`src/rtl/wb_mmio_stage.sv`:
```
// Writeback stage with memory-mapped HEX/LED output registers, a retired-instruction
// counter, and a one-way HALT latch released only by reset.
module wb_mmio_stage #(
  parameter int               DBITS      = 32,
  parameter int               REGNOBITS  = 5,
  parameter int               HEX_DIGITS = 6,
  parameter logic [31:0]      HEX_RESET  = 32'h00FEDEAD,
  parameter int               LED_BITS   = 10,
  parameter bit               LED_STICKY = 1'b0,
  parameter int               CNT_BITS   = 32,
  parameter logic [DBITS-1:0] ADDR_HEX   = 32'hFFFFF000,
  parameter logic [DBITS-1:0] ADDR_LEDR  = 32'hFFFFF020,
  parameter logic [DBITS-1:0] ADDR_HALT  = 32'hFFFFF0F0
) (
  input  logic                  clk,
  input  logic                  reset,
  input  logic                  valid_i,
  input  logic [DBITS-1:0]      memaddr_i,
  input  logic [DBITS-1:0]      regval_i,
  input  logic [DBITS-1:0]      regval2_i,
  input  logic                  wr_mem_i,
  input  logic [1:0]            mem_size_i,
  input  logic                  wr_reg_i,
  input  logic [REGNOBITS-1:0]  wregno_i,
  output logic                  wb_wr_reg_o,
  output logic [REGNOBITS-1:0]  wb_wregno_o,
  output logic [DBITS-1:0]      wb_regval_o,
  output logic [4*HEX_DIGITS-1:0] hex_o,
  output logic [LED_BITS-1:0]   ledr_o,
  output logic [CNT_BITS-1:0]   instret_o,
  output logic                  halted_o
);
  localparam int HEX_BITS = 4*HEX_DIGITS;

  typedef enum logic {S_RUN = 1'b0, S_HALTED = 1'b1} state_t;

  state_t                r_state, w_state_nxt;
  logic [HEX_BITS-1:0]   r_hex;
  logic [LED_BITS-1:0]   r_ledr;
  logic [CNT_BITS-1:0]   r_instret;

  logic                  w_accept;
  logic [DBITS-1:0]      w_waddr;
  logic                  w_st_hex, w_st_led, w_st_halt;
  logic [31:0]           w_lane_mask, w_lane_data;
  logic [HEX_BITS-1:0]   w_hex_nxt;

  assign w_accept = valid_i && (r_state == S_RUN);
  assign w_waddr  = {memaddr_i[DBITS-1:2], 2'b00};
  assign w_st_hex  = w_accept && wr_mem_i && (w_waddr == ADDR_HEX);
  assign w_st_led  = w_accept && wr_mem_i && (w_waddr == ADDR_LEDR);
  assign w_st_halt = w_accept && wr_mem_i && (w_waddr == ADDR_HALT);

  // Register-file writes bypass all state so DE sees them in the same cycle.
  assign wb_wr_reg_o = w_accept && wr_reg_i;
  assign wb_wregno_o = wregno_i;
  assign wb_regval_o = regval_i;

  // Replicate the store data across lanes; the mask picks which lane lands.
  always_comb begin
    w_lane_mask = 32'hFFFF_FFFF;
    w_lane_data = regval2_i[31:0];
    case (mem_size_i)
      2'b00: begin
        w_lane_mask = 32'h0000_00FF << {memaddr_i[1:0], 3'b000};
        w_lane_data = {4{regval2_i[7:0]}};
      end
      2'b01: begin
        w_lane_mask = memaddr_i[1] ? 32'hFFFF_0000 : 32'h0000_FFFF;
        w_lane_data = {2{regval2_i[15:0]}};
      end
      default: ;
    endcase
  end

  // Lane bits above HEX_BITS fall off here.
  assign w_hex_nxt = (r_hex & ~w_lane_mask[HEX_BITS-1:0]) |
                     (w_lane_data[HEX_BITS-1:0] & w_lane_mask[HEX_BITS-1:0]);

  always_comb begin
    w_state_nxt = r_state;
    if (r_state == S_RUN && w_st_halt) w_state_nxt = S_HALTED;
  end

  always_ff @(posedge clk) begin
    if (reset) begin
      r_state   <= S_RUN;
      r_hex     <= HEX_RESET[HEX_BITS-1:0];
      r_ledr    <= '0;
      r_instret <= '0;
    end else begin
      r_state <= w_state_nxt;
      if (w_accept) r_instret <= r_instret + CNT_BITS'(1);
      if (w_st_hex) r_hex <= w_hex_nxt;
      if (w_st_led) r_ledr <= LED_STICKY ? (r_ledr | regval2_i[LED_BITS-1:0])
                                         : regval2_i[LED_BITS-1:0];
    end
  end

  assign hex_o     = r_hex;
  assign ledr_o    = r_ledr;
  assign instret_o = r_instret;
  assign halted_o  = (r_state == S_HALTED);
endmodule

```
`config.mk`:
```
export PLATFORM = sky130hd
export DESIGN_NAME = wb_mmio_stage
export DESIGN_NICKNAME = d
export VERILOG_FILES = /design/src/rtl/wb_mmio_stage.sv
export SDC_FILE = /design/constraint.sdc
export NUM_CORES = 1
export LEC_CHECK = 0
export ABC_AREA = 1
export BUFFER_PORTS_ARGS = -buffer_cell sky130_fd_sc_hd__buf_2
export CORE_AREA = 2 2 101 103
export DETAILED_ROUTE_END_ITERATION = 12
export DIE_AREA = 0 0 103 105
export GPL_ROUTABILITY_DRIVEN = 0
export PLACE_DENSITY = 0.73
export SLEW_MARGIN = 10
export SYNTH_ARGS = -nofsm -noshare
export SYNTH_HDL_FRONTEND = slang
export SYNTH_SLANG_ARGS = --single-unit
```
`constraint.sdc`:
```
create_clock -name clk -period 1.5 [get_ports clk]
set_clock_uncertainty 0.1 [all_clocks]
set_input_delay 0.15 -clock clk [delete_from_list [all_inputs] [get_ports clk]]
set_output_delay 0.15 -clock clk [all_outputs]
set_load 0.005 [all_outputs]
```
### Word-level counts from Yosys, hierarchy flattened

Cells that the tools add are included.

* bitwise gates (word level): 5
* add/subtract/negate cells: 1
* equal/unequal tests: 4
* shift operators: 1
* reduce and logical (&&, ||, !) cells: 8
* muxes and demuxes: 3

Operators with widths (count)
* $pmux 24 s2: 2
* $eq 30x30->1 const B: 3
* $and 24x24->24: 2
* $add 32x1->32 const B: 1
* $mux 24: 1
* $not 24->24: 1
* $or 24x24->24: 1
* $shl 8x5->24 const A: 1
* $logic_and 1x1->1: 7
* $eq 2x1->1 const B: 1
* $logic_not 2->1: 1
* $not 1->1: 1

* register bits after elaboration: 67
* bits of input ports: 108
* logic and storage cells: 26
* output and inout bits: 105

### Depth between registers and ports, before layout

* depth after elaboration: 5
* depth in mapped cells: 10
* mapped depth without buffers: 10

### Least setup slack after synthesis

No wires, ideal clock.

* kind: register to register
* from: register r_instret[2], in the netlist instret_o[2]
* to: register r_instret[22], in the netlist instret_o[22]
* clock period less this slack: 1390 ps
* arrival: 1171 ps
* setup time: 119 ps
* required time: 1281 ps
* buffers on the path: 0
* stages on the path, launching flop included: 7
* slack: 110 ps
* path through: dfxtp_1 > nand2_1 > nand3b_1 > nor2_1 > nand3_1 > o21ai_0 > a21oi_1

* word-level cells in the longest chain between the ends: 1

Ends and longest elaborated chain
* start, declared: line 40 `logic [CNT_BITS-1:0] r_instret;`
* start signal, assigned: line 93 `if (w_accept) r_instret <= r_instret + CNT_BITS'(1);`
* $add 32x1->32: line 93

No other way between the ends.
A chain may end at the register's enable or synchronous reset.

### Worst setup path after layout

* from: register r_state, in the netlist halted_o
* to: register r_instret[16], in the netlist instret_o[16]

* word-level cells in the longest chain between the ends: 2

Ends and longest elaborated chain
* start, declared: line 37 `state_t r_state, w_state_nxt;`
* start signal, assigned: line 92 `r_state <= w_state_nxt;`
* $not 1->1: line 48 `assign w_accept = valid_i && (r_state == S_RUN);`
* $logic_and 1x1->1: line 48

No other way between the ends.

==> results.cfg <==
[final_layout]
diodes = 0
seq_area_um2 = 1360
multi_input_area_um2 = 2030
design_area_um2 = 5360
fillers = 933
area_growth_pct = 40.3
instances_no_fill = 890
drive_above_1_share = 0.383
post-route-util = 0.556
final_nets = 861

[timing]
period_minus_slack_ns = 1.49
finalCritPeriodShare = 0.990
finalMaxSlewViolations = 0
final_hold_viol_count = 0
max-slew-margin-rel = 0.627
worst_pin_slew_ns = 0.555
max_freq_mhz = 673
whs_ns = 0.0220
rsz0062_at_grt = true
setup_violations = 0

[detailed_routing]
drt_iter0_drc = 136
drt_wl_total_mm = 11.5
vias = 4196
first_pass_iters = 5
routed_via_density = 4.71
drc = 0
antenna_left = 0
avgRoutedWirePerCell_um = 12.9

[hold_path]
hp-class = in -> reg

[clock_tree]
clk_latency_ns = 0.34
cts_root_buf = clkbuf_8
h-tree-depth = 3
cts_inserted_buffers = 9
cts_tree = yes
clockBufferDepth = 2
path_clk_slew_ns = 0.07
cts_sinks = 67

[critical_path]
path_max_fanout = 5
crit_chain = nor2_4 > buf_12 > nand2_4 > nor2_8 > nand2_4 > nor2_4 > nand2_2 > o21ai_1 > nor2_1
critPathTopFamily = simple AND/OR/NAND/NOR gates
worst-path-buf-inv = 1
worstPathRequired_ns = 1.64
path_class = reg -> reg
crit_slowest_cell = dfxtp_2
slowest_delay_ns = 0.34
crit_path_end_kind = flop
crit_arrival_ns = 1.63
start_kind = flop

[pwr]
finalPower_mw = 3.78
ir_drop_v = 0.000458
power.density_nw_per_um2 = 705
p_leak_nw = 2.67

[logic_synthesis]
synth_cells = 592
yosys.area.top_type = dfxtp_1
yosys_register_bits = 67
synth_top_area_frac = 0.351
synthFlopType = dfxtp_1
synth_area_um2 = 3820
yosys-top-cells-count = 137 x nand2_1, 91 x nor2_1, 89 x inv_1
syn_nets = 701
avgSynthCellArea_um2 = 6.45
ys_warn_count = 0
synth_enable_flop_cells = 0
ys_types = 30
async_flop_share = 0
ys_seq_area_frac = 0.351
post-synth-top-count-cell = nand2_1
synthTopCellsByArea = dfxtp_1 35%, nand2_1 13%, nor2_1 8.9%

[floorplanning]
fp.dieArea_um2 = 10800
die_y_um = 105
placeableCoreArea_um2 = 9640
num_rows = 36
io_pins = 213
start_util = 0.396
die_w_um = 103

[global_route]
grt_pass1_wl_mm = 17.3
overflow = 0
grt_pass1_vias = 3820
antenna_found_initial = 0
grt_usage = 0.201
grt_max_degree = 35

[run_status]
status = finished, final reports clean

[placed_design]
dpl-instance-area_um2 = 4700
post-place-cells = 857
hpwl_mm = 8.55
port_buffers = 130

[run]
max_cap_violations = 0
[metal layers]
metal	GRT usage	part of all wire
met2	0.314	0.47
met3	0.0508	0.072
met4	0.0883	0.024
met5	0	0
met1	0.259	0.44
[cells in the final DEF (no fill, tap or decap), types with 8 or more instances in the layout]
| cell type | instances |
|---|---|
| a21oi_1 | 26 |
| buf_2 | 130 |
| buf_4 | 52 |
| clkbuf_8 | 13 |
| dfxtp_1 | 52 |
| dfxtp_2 | 14 |
| dlygate4sd3_1 | 8 |
| inv_1 | 87 |
| nand2_1 | 125 |
| nand2_2 | 12 |
| nand3_1 | 34 |
| nand3_2 | 9 |
| nand4_1 | 14 |
| nor2_1 | 74 |
| nor2_2 | 13 |
| nor2_4 | 15 |
| o21ai_0 | 26 |
[worst paths after layout]
check	from	end	slack (ns)	cells after the start
hold / removal	regval2_i[8]	ledr_o[8]$_SDFFE_PP0P_	0.02	3
setup reg to reg	halted_o$_SDFFE_PP0P_	instret_o[16]$_SDFFE_PP0N_	0.01	9
setup / recovery	halted_o$_SDFFE_PP0P_	instret_o[16]$_SDFFE_PP0N_	0.01	9
hold reg to reg	flop	flop	0.37	2
[what timing repair did]
item	in CTS	in global routing
gates cloned	0	1
endpoints found under the hold margin	12	0
pin swaps	7	19
setup endpoints to repair	42	56
gates resized for setup	16	70
buffers inserted	1	7
hold buffers	8	0
[logic make-up after synthesis]
group,after synthesis,synth area share
AND/OR/NAND/NOR,314,0.370
buffers and inverters,141,0.177
flip-flops,67,0.351
AO/OA/AOI/OAI,66,0.0911
XOR/XNOR,3,0.00688
adder cells (fa/ha/maj),1,0.00327
[where the power goes]
| group | switching [mW] | internal, mW |
|---|---|---|
| Combinational | 0.192 | 0.159 |
| Clock | 0.690 | 0.950 |
| Sequential | 0.00409 | 1.78 |
[tightest hold or removal path, stage by stage]
cell	delay, ns
buf_2	0.12
o21ai_0	0.09
nor2_1	0.08
[stage by stage]
stage / TNS (ns) / setup slack (ns)
finish: 0 / 0.0143
global route: -1.01 / -0.0769
CTS: 0 / 0.000715
detailed placement: -1.03 / -0.0947
global placement: -0.104 / -0.0302
floorplan: 0 / 0.110
[area by class of cell]
cell class	count	share of cell area
multi-input cells	385	0.379
flip-flops and latches	67	0.254
repair buffers	197	0.229
inverters	92	0.0649
clock buffers	13	0.0334
well taps	133	0.0311
clock inverters	3	0.00817
Power figures use the tool's default switching activity.
